## config.mk

```make
export PLATFORM = sky130hd
export DESIGN_NAME = adder_bist
export DESIGN_NICKNAME = d
export VERILOG_FILES = /design/src/rtl/adder_bist.sv
export SDC_FILE = /design/constraint.sdc
export NUM_CORES = 1
export LEC_CHECK = 0
export CAP_MARGIN = 20
export CORE_MARGIN = 4
export CORE_UTILIZATION = 49
export CTS_CLUSTER_SIZE = 28
export DETAILED_ROUTE_END_ITERATION = 16
export PLACE_DENSITY = 0.74
export SLEW_MARGIN = 5
export SYNTH_ARGS = -nofsm -noshare
export SYNTH_HDL_FRONTEND = slang
export SYNTH_SLANG_ARGS = --single-unit
```

## constraint.sdc

```tcl
create_clock -name ck_i -period 4.3 [get_ports ck_i]
set_clock_uncertainty 0.15 [all_clocks]
set_input_delay 0.43 -clock ck_i [delete_from_list [all_inputs] [get_ports ck_i]]
set_output_delay 0.43 -clock ck_i [all_outputs]
set_load 0.01 [all_outputs]
```

## src/rtl/adder_bist.sv

```systemverilog
// adder_bist: exhaustive self-checking BIST engine for a W-bit adder.
// Walks every {b,a} operand pair in stride-STEP order and drives it onto the DUT.
// Compares the DUT sum against a+b, delayed through a LAT-deep line.
// Reports pass/fail, the first failing vector and the count of checked vectors.
module adder_bist #(
    parameter int W    = 4,
    parameter int LAT  = 0,
    parameter int STEP = 1
) (
    input  logic           ck_i,
    input  logic           rst_i,
    input  logic           start_i,
    input  logic [W:0]     s_i,
    output logic [W-1:0]   a_o,
    output logic [W-1:0]   b_o,
    output logic           busy_o,
    output logic           done_o,
    output logic           pass_o,
    output logic [W-1:0]   fail_a_o,
    output logic [W-1:0]   fail_b_o,
    output logic [W:0]     fail_s_o,
    output logic [2*W:0]   vec_cnt_o
);

    // N = 2**(2W) vectors; the index stride wraps modulo N.
    localparam logic [2*W:0]   N_V    = {1'b1, {(2*W){1'b0}}};
    localparam logic [2*W:0]   LAST_V = {1'b0, {(2*W){1'b1}}};
    localparam logic [2*W-1:0] STEP_V = (2*W)'(STEP);

    typedef enum logic [1:0] {
        ST_IDLE  = 2'd0,
        ST_RUN   = 2'd1,
        ST_DRAIN = 2'd2,
        ST_DONE  = 2'd3
    } state_t;

    // Reference sum: zero-extended operands, carry kept.
    function automatic logic [W:0] exp_sum(input logic [W-1:0] x, input logic [W-1:0] y);
        exp_sum = {1'b0, x} + {1'b0, y};
    endfunction

    state_t           state_q, state_d;
    logic [W-1:0]     a_q, a_d, b_q, b_d;
    logic             v0_q, v0_d;
    logic [2*W-1:0]   nxt_q, nxt_d;
    logic [2*W:0]     iss_q, iss_d;
    logic             busy_q, busy_d, done_q, done_d, pass_q, pass_d;
    logic [W-1:0]     fail_a_q, fail_a_d, fail_b_q, fail_b_d;
    logic [W:0]       fail_s_q, fail_s_d;
    logic [2*W:0]     vec_cnt_q, vec_cnt_d;

    logic             busy_s;
    logic             start_ok_s;
    logic             chk_v_s;
    logic [W-1:0]     chk_a_s, chk_b_s;
    logic [W:0]       chk_e_s;
    logic             chk_en_s, mism_s, last_chk_s;

    assign busy_s     = (state_q == ST_RUN) || (state_q == ST_DRAIN);
    assign start_ok_s = start_i && ((state_q == ST_IDLE) || (state_q == ST_DONE));

    // The vector on a,b is checked LAT cycles later; the line carries a, b, expected sum and valid.
    if (LAT == 0) begin : g_nolat
        assign chk_v_s = v0_q;
        assign chk_a_s = a_q;
        assign chk_b_s = b_q;
        assign chk_e_s = exp_sum(a_q, b_q);
    end else begin : g_lat
        logic [LAT-1:0] dv_q;
        logic [W-1:0]   da_q [LAT];
        logic [W-1:0]   db_q [LAT];
        logic [W:0]     de_q [LAT];

        // Delay line shift; valid bits are flushed whenever no run is in progress.
        always_ff @(posedge ck_i) begin
            if (rst_i) begin
                dv_q <= '0;
                for (int i = 0; i < LAT; i++) begin
                    da_q[i] <= '0;
                    db_q[i] <= '0;
                    de_q[i] <= '0;
                end
            end else begin
                dv_q[0] <= v0_q && busy_s;
                da_q[0] <= a_q;
                db_q[0] <= b_q;
                de_q[0] <= exp_sum(a_q, b_q);
                for (int i = 1; i < LAT; i++) begin
                    dv_q[i] <= dv_q[i-1] && busy_s;
                    da_q[i] <= da_q[i-1];
                    db_q[i] <= db_q[i-1];
                    de_q[i] <= de_q[i-1];
                end
            end
        end

        assign chk_v_s = dv_q[LAT-1];
        assign chk_a_s = da_q[LAT-1];
        assign chk_b_s = db_q[LAT-1];
        assign chk_e_s = de_q[LAT-1];
    end

    assign chk_en_s   = chk_v_s && busy_s;
    assign mism_s     = chk_en_s && (s_i != chk_e_s);
    assign last_chk_s = chk_en_s && !mism_s && (vec_cnt_q == LAST_V);

    // State register.
    always_ff @(posedge ck_i) begin
        if (rst_i) begin
            state_q <= ST_IDLE;
        end else begin
            state_q <= state_d;
        end
    end

    // Next-state logic: a mismatch aborts straight to DONE from RUN or DRAIN.
    always_comb begin
        state_d = state_q;
        case (state_q)
            ST_IDLE: begin
                if (start_i) state_d = ST_RUN;
                else         state_d = ST_IDLE;
            end
            ST_RUN: begin
                if (mism_s || last_chk_s)  state_d = ST_DONE;
                else if (iss_q == LAST_V)  state_d = ST_DRAIN;
                else                       state_d = ST_RUN;
            end
            ST_DRAIN: begin
                if (mism_s || last_chk_s) state_d = ST_DONE;
                else                      state_d = ST_DRAIN;
            end
            ST_DONE: begin
                if (start_i) state_d = ST_RUN;
                else         state_d = ST_DONE;
            end
            default: state_d = ST_IDLE;
        endcase
    end

    // Output and datapath next values: vector issue, result capture and counters.
    always_comb begin
        a_d       = a_q;
        b_d       = b_q;
        v0_d      = 1'b0;
        nxt_d     = nxt_q;
        iss_d     = iss_q;
        pass_d    = pass_q;
        fail_a_d  = fail_a_q;
        fail_b_d  = fail_b_q;
        fail_s_d  = fail_s_q;
        vec_cnt_d = vec_cnt_q;

        if (start_ok_s) begin
            // Vector 0 is {b,a} = 0; the restart clears all results.
            a_d       = '0;
            b_d       = '0;
            v0_d      = 1'b1;
            nxt_d     = STEP_V;
            iss_d     = {{(2*W){1'b0}}, 1'b1};
            pass_d    = 1'b0;
            fail_a_d  = '0;
            fail_b_d  = '0;
            fail_s_d  = '0;
            vec_cnt_d = '0;
        end else if ((state_q == ST_RUN) && !mism_s) begin
            {b_d, a_d} = nxt_q;
            v0_d       = 1'b1;
            nxt_d      = nxt_q + STEP_V;
            iss_d      = iss_q + {{(2*W){1'b0}}, 1'b1};
        end else begin
            v0_d = 1'b0;
        end

        if (chk_en_s) begin
            vec_cnt_d = vec_cnt_q + {{(2*W){1'b0}}, 1'b1};
        end else begin
            vec_cnt_d = vec_cnt_d;
        end

        if (mism_s) begin
            pass_d   = 1'b0;
            fail_a_d = chk_a_s;
            fail_b_d = chk_b_s;
            fail_s_d = s_i;
        end else if (last_chk_s) begin
            pass_d = 1'b1;
        end else begin
            pass_d = pass_d;
        end

        if ((state_d == ST_IDLE) || (state_d == ST_DONE)) begin
            a_d = '0;
            b_d = '0;
        end else begin
            a_d = a_d;
        end

        busy_d = (state_d == ST_RUN) || (state_d == ST_DRAIN);
        done_d = (state_d == ST_DONE);
    end

    // Datapath and status registers.
    always_ff @(posedge ck_i) begin
        if (rst_i) begin
            a_q       <= '0;
            b_q       <= '0;
            v0_q      <= 1'b0;
            nxt_q     <= '0;
            iss_q     <= '0;
            busy_q    <= 1'b0;
            done_q    <= 1'b0;
            pass_q    <= 1'b0;
            fail_a_q  <= '0;
            fail_b_q  <= '0;
            fail_s_q  <= '0;
            vec_cnt_q <= '0;
        end else begin
            a_q       <= a_d;
            b_q       <= b_d;
            v0_q      <= v0_d;
            nxt_q     <= nxt_d;
            iss_q     <= iss_d;
            busy_q    <= busy_d;
            done_q    <= done_d;
            pass_q    <= pass_d;
            fail_a_q  <= fail_a_d;
            fail_b_q  <= fail_b_d;
            fail_s_q  <= fail_s_d;
            vec_cnt_q <= vec_cnt_d;
        end
    end

    assign a_o       = a_q;
    assign b_o       = b_q;
    assign busy_o    = busy_q;
    assign done_o    = done_q;
    assign pass_o    = pass_q;
    assign fail_a_o  = fail_a_q;
    assign fail_b_o  = fail_b_q;
    assign fail_s_o  = fail_s_q;
    assign vec_cnt_o = vec_cnt_q;

endmodule

```

==> results of run 1 <==
logic make-up (layout without fill, tap and decap cells):
group	count (synthesis)	count (layout)
AND/OR/NAND/NOR	113	113
AO/OA/AOI/OAI	78	78
flip-flops	53	53
buffers and inverters	31	63
adder cells (fa/ha/maj)	15	15
multiplexers	10	10
XOR/XNOR	7	7
power by group:
part	internal [mW]	switching (mW)
Sequential	0.499	0.00682
Combinational	0.0389	0.0666
Clock	0.231	0.162
Total	0.770	0.235
layer usage:
layer | part of all wire, % | vias up
met5 | 0 | -
met1 | 47 | 1074
met2 | 47 | 48
li1 | - | 1150
met3 | 4.4 | 8
met4 | 1.6 | 0
layout make-up:
class                      count  area [um^2]  share of cell area, %
multi-input combinational    223         1420                   44.8
sequential                    53         1060                   33.5
timing repair buffer          43          423                   13.3
tap                           70         87.6                   2.76
clock buffer                   5         68.8                   2.17
clock inverter                 3         65.1                   2.05
inverter                      12         45.0                   1.42
worst paths after layout:
kind	start	endpoint	slack [ps]	depth (start not counted)
worst max-delay path	a_o[0]$_SDFFE_PP0P_	a_o[0]$_SDFFE_PP0P_	580	12
worst min-delay path	iss_q[5]$_SDFFE_PP0P_	iss_q[5]$_SDFFE_PP0P_	320	2
worst max register to register	a_o[0]$_SDFFE_PP0P_	a_o[0]$_SDFFE_PP0P_	580	12
worst min register to register	iss_q[5]$_SDFFE_PP0P_	iss_q[5]$_SDFFE_PP0P_	320	2
critical path, stage by stage, from the launching register on:
cell     delay, ps
dfxtp_1        350
ha_1           240
fa_1           460
xnor2_1        170
nand2_1         80
or4_1          800
nor3_1         350
a211o_1        170
a21oi_1         90
ha_1           290
nor2b_1        130
nand2_1        240
nor2_1          90
through the flow:
step | area, um^2 | instances
floorplan | 2620 | 307
global placement | 3040 | 401
detailed placement | 3040 | 401
CTS | 3170 | 409
global route | 3170 | 409
finish | 3170 | 409
sequential cells by signal, summed over array words and instances (netlist names):
signal	flops
vec_cnt_o	9
fail_s_o	5
state_q	2
busy_o	1
iss_q	9
nxt_q	8
done_o	1
b_o	4
chk_v_s	1
a_o	4
fail_a_o	4
pass_o	1
fail_b_o	4
cells in the final DEF (no fill, tap or decap), types with 4 or more instances in the layout:
cell type,count
and2_1,5
clkdlybuf4s50_1,40
and3_1,6
a21o_1,4
a21oi_1,32
or3_1,4
or4_1,4
dfxtp_1,53
nand3_1,23
nor2_1,32
mux2i_1,10
xnor2_1,5
ha_1,14
a211oi_1,4
nand2_1,21
o21ai_0,6
nand2b_1,4
clkbuf_8,5
o211ai_1,14
inv_1,11
nor2b_1,5
==> metrics.txt, run 1 <==
status=complete, no violations; Final Total Pwr=1.00 mW; num ports=41; port bufs=40; largest net degree at the start of global routing=33; Layout area overhead=21.1%; crit start category=flip-flop; Starting Density=50.9%; Die Area=6570 um^2; layout cells sized above 1=5.01%; syn_nets=330; CTS sink count=53; Mapped Cells=307; Die W=81.1 um; Peak VDD IR=233 uV; post-synthesis area per instance=8.52 um^2; mapped cell area=2620 um^2; Detailed Routing Iterations Pass 1=4; mux cell area share after synthesis=3.83%; CP Max Fanout=15; clock root cell=clkbuf_8; top cell type by total area after synthesis=dfxtp_1; CP Capture Type=flip-flop; Setup Viol. Count Final=0; # diodes=0; detailed placement HPWL=4170 um; YS warnings=0; Lkg Pwr=1.18 nW; GR peak layer=met2; largest family of logic cells by synthesized area=simple AND/OR/NAND/NOR gates; Post-synth EDFFs=0; post-synthesis xor/xnor area fraction=2.63%; WL final=5750 um; met2 GRT Util=30.5%; met3 Use GR=3.33%; TritonCTS clock tree=yes; Final Critical Period=3720 ps; sequential fraction of the synthesis area=40.6%; Post-CTS Setup Bufs=0; final core occ=61.7%; htree depth=2; Vias/cell=5.57; flops & latches, synth=53; CTS Buffer Depth=2; Hold Violations, Final=0; core area=5140 um^2; most frequent cell after synthesis=dfxtp_1; worst slack, placed=627 ps; top cell types by occurrence after synthesis=53 x dfxtp_1, 32 x a21oi_1, 32 x nor2_1; max_slew headroom=45.1%; GR Util All Layers=18.4%; Hold Buf Count CTS=0; Synth top area share=40.6%; area share of fa/ha/maj cells after synthesis=7.46%; GR Layer Usage met1=24.3%; Worst Hold Class=flip-flop to flip-flop; Final nets=361; Routed WL per cell=14.1 um; Worst-Margin Slew=823 ps; Power per Cell Area=317 nW/um^2; Netlist cell types=43; Final Max Slew Viols=0; synth top area cells=dfxtp_1 41%, ha_1 6.7%, a21oi_1 6.1%; clock slew at reported path FFs=90 ps; total vias in the final route=2,280; GP Congestion=0.832; cts repair resizes=0; row cnt=26; Final Cycle Share=86.6%; final worst-path setup slack=575 ps; aggregate global routing overflow=0; Setup CP Type=flip-flop to flip-flop; Final ANT Viol Nets=0; initial DRC count=132; Post-synth ARST share=0%; CP required=4340 ps; Post-synth top flop=dfxtp_1; CP arrival=3770 ps; Synth Area in Compound Gates=19.0%; unrepaired setup endpoints after global routing=false; vias in the first global route=2,071; simple-gate share of the synthesized area=21.3%; total CTS buffers=5; total negative slack=0 ps; max_cap viols=0; drt drc=0; Skew-Pair Late Insertion Delay=310 ps; initial antenna violation count=0; fmax=268 MHz; first-pass GRT wire length=9570 um; Die Span Y=81.1 um; worst hold slack=317 ps; Layout fillers=481
No activity file was read; power rests on OpenSTA's default activity.
==> run 2, diff against run 1 <==
CORE_UTILIZATION = 53   (was 49)
PLACE_DENSITY = 0.79   (was 0.74)
==> run 2 against run 1 <==
Global-route usage grew 1.5 points; first-iteration DRC count shrank 17%; sequential power is essentially flat; critical path type unchanged.
==> metrics.txt, run 2 (synthesis gave the netlist of run 1 again) <==
Lkg Pwr=1.16 nW (was 1.18 nW); CP Capture Type=flip-flop (unchanged); reg2reg start=b_o[0]$_SDFFE_PP0P_ (was a_o[0]$_SDFFE_PP0P_); port bufs=40 (unchanged); CP arrival=3700 ps (was 3770 ps); Final ANT Viol Nets=0 (unchanged); max_cap viols=0 (unchanged); vias in the first global route=2,141 (was 2,071); Setup Viol. Count Final=0 (unchanged); Hold Buf Count CTS=0 (unchanged); layout cells sized above 1=5.01% (unchanged); status=complete, no violations (unchanged); total negative slack=0 ps (unchanged); Hold Path End=fail_s_o[3]$_SDFFE_PP0P_ (was iss_q[5]$_SDFFE_PP0P_); most frequent cells in the layout=53 x dfxtp_1, 40 x clkdlybuf4s50_1, 32 x nor2_1, 32 x a21oi_1, 23 x nand3_1 (unchanged); Skew-Pair Late Insertion Delay=310 ps (about the same); Hold Path Depth=2 (unchanged); Vias/cell=5.65 (was 5.57); drt drc=0 (unchanged); fmax=274 MHz (was 268 MHz); Power per Cell Area=290 nW/um^2 (was 317 nW/um^2); Final nets=361 (unchanged); Post-CTS Setup Bufs=0 (unchanged); Final Max Slew Viols=0 (unchanged); CTS Buffer Depth=2 (unchanged); CTS sink count=53 (unchanged); Layout area overhead=19.5% (was 21.1%); CP Max Fanout=15 (unchanged); RR Endpoint=a_o[1]$_SDFFE_PP0P_ (was a_o[0]$_SDFFE_PP0P_); reg2reg path depth=12 (unchanged); row cnt=25 (was 26); TritonCTS clock tree=yes (unchanged); num ports=41 (unchanged); detailed placement HPWL=4100 um (was 4170 um); Die Span Y=78.3 um (was 81.1 um); Die W=78.3 um (was 81.1 um); Detailed Routing Iterations Pass 1=4 (unchanged); core area=4750 um^2 (was 5140 um^2); crit start category=flip-flop (unchanged); commonest non-fill, non-tap cell in the layout=dfxtp_1 (unchanged); cts repair resizes=0 (unchanged); Starting Density=55.0% (was 50.9%); unrepaired setup endpoints after global routing=false (unchanged); R2R Setup Slk=650 ps (was 580 ps); Worst Hold Class=flip-flop to flip-flop (unchanged); largest net degree at the start of global routing=33 (unchanged); CP required=4350 ps (was 4340 ps); clock root cell=clkbuf_8 (unchanged); Peak VDD IR=220 uV (was 233 uV); htree depth=2 (unchanged); initial antenna violation count=0 (unchanged); Final Total Pwr=0.906 mW (was 1.00 mW); aggregate global routing overflow=0 (unchanged); # diodes=0 (unchanged); max_slew headroom=45.0% (was 45.1%); GR Util All Layers=19.9% (was 18.4%); total vias in the final route=2,295 (was 2,280); Final Critical Period=3650 ps (was 3720 ps); initial DRC count=109 (was 132); Die Area=6120 um^2 (was 6570 um^2); clock slew at reported path FFs=110 ps (was 90 ps); first-pass GRT wire length=10,000 um (was 9570 um); GP Congestion=0.919 (was 0.832); Final Cycle Share=84.9% (was 86.6%); Routed WL per cell=13.9 um (was 14.1 um); Hold Violations, Final=0 (unchanged); Worst-Margin Slew=825 ps (was 823 ps); Hold Startpoint=fail_s_o[3]$_SDFFE_PP0P_ (was iss_q[5]$_SDFFE_PP0P_); WL final=5640 um (was 5750 um); Setup CP Type=flip-flop to flip-flop (unchanged); total CTS buffers=5 (unchanged)
run 2: cell count changes in the layout (fill, tap and decap cells not counted), sizes merged:
cell / change
bufinv: -2
clkinv: -1
clkinvlp: +1
inv: +2
run 2: cell type report:
type	instances	area (um^2)
clock buffers	5	68.8
clock inverters	3	25.0
fillers	413	1630
inverters	12	45.0
multi-input cells	223	1420
flip-flops and latches	53	1060
well taps	67	83.8
repair buffers	43	423
run 2: power breakdown:
part / total, mW / switching, mW / internal [mW]
Combinational: 0.105 / 0.0658 / 0.0389
Clock: 0.295 / 0.176 / 0.119
Sequential: 0.507 / 0.00692 / 0.500
Total: 0.906 / 0.249 / 0.658
run 2: metal layers:
layer / part of all wire, % / global-route usage (%) / vias to the layer above
met4: 1.3 / 5.07 / 0
li1: - / - / 1154
met1: 49 / 27.0 / 1079
met3: 3.6 / 4.24 / 9
met2: 46 / 32.4 / 53
met5: 0 / 0 / -
run 2: through the flow:
| step | setup slack, ps | utilization [%] | hold slack [ps] | std cells | instance area [um^2] |
|---|---|---|---|---|---|
| floorplan | 1120 | - | 287 | 307 | 2620 |
| global placement | 779 | 63.8 | 299 | 398 | 3030 |
| detailed placement | 686 | 63.8 | 309 | 398 | 3030 |
| CTS | 662 | 65.7 | 322 | 406 | 3130 |
| global route | 341 | 65.7 | 349 | 406 | 3130 |
| finish | 649 | 65.7 | 323 | 406 | 3130 |
run 2: worst max path at each step:
stage                        start                   to  slack (ps)  cells after the start
2_1_floorplan  a_o[0]$_SDFFE_PP0P_  a_o[0]$_SDFFE_PP0P_        1120                     13
3_3_place_gp   a_o[0]$_SDFFE_PP0P_  b_o[0]$_SDFFE_PP0P_         780                     12
3_5_place_dp   b_o[0]$_SDFFE_PP0P_  a_o[1]$_SDFFE_PP0P_         690                     12
4_1_cts        b_o[0]$_SDFFE_PP0P_  a_o[1]$_SDFFE_PP0P_         660                     12
5_1_grt        b_o[0]$_SDFFE_PP0P_  a_o[0]$_SDFFE_PP0P_         340                     12
6_report       b_o[0]$_SDFFE_PP0P_  a_o[1]$_SDFFE_PP0P_         650                     12
run 2: critical path, cell delays in order (launching register included):
cell     delay (ps)
dfxtp_1         360
ha_1            230
fa_1            430
xnor2_2         160
xnor2_1         130
or4_1           780
nor3_1          340
a211o_1         160
a21oi_1          70
ha_1            280
nor2b_1         140
nand2_1         220
nor2_1           90
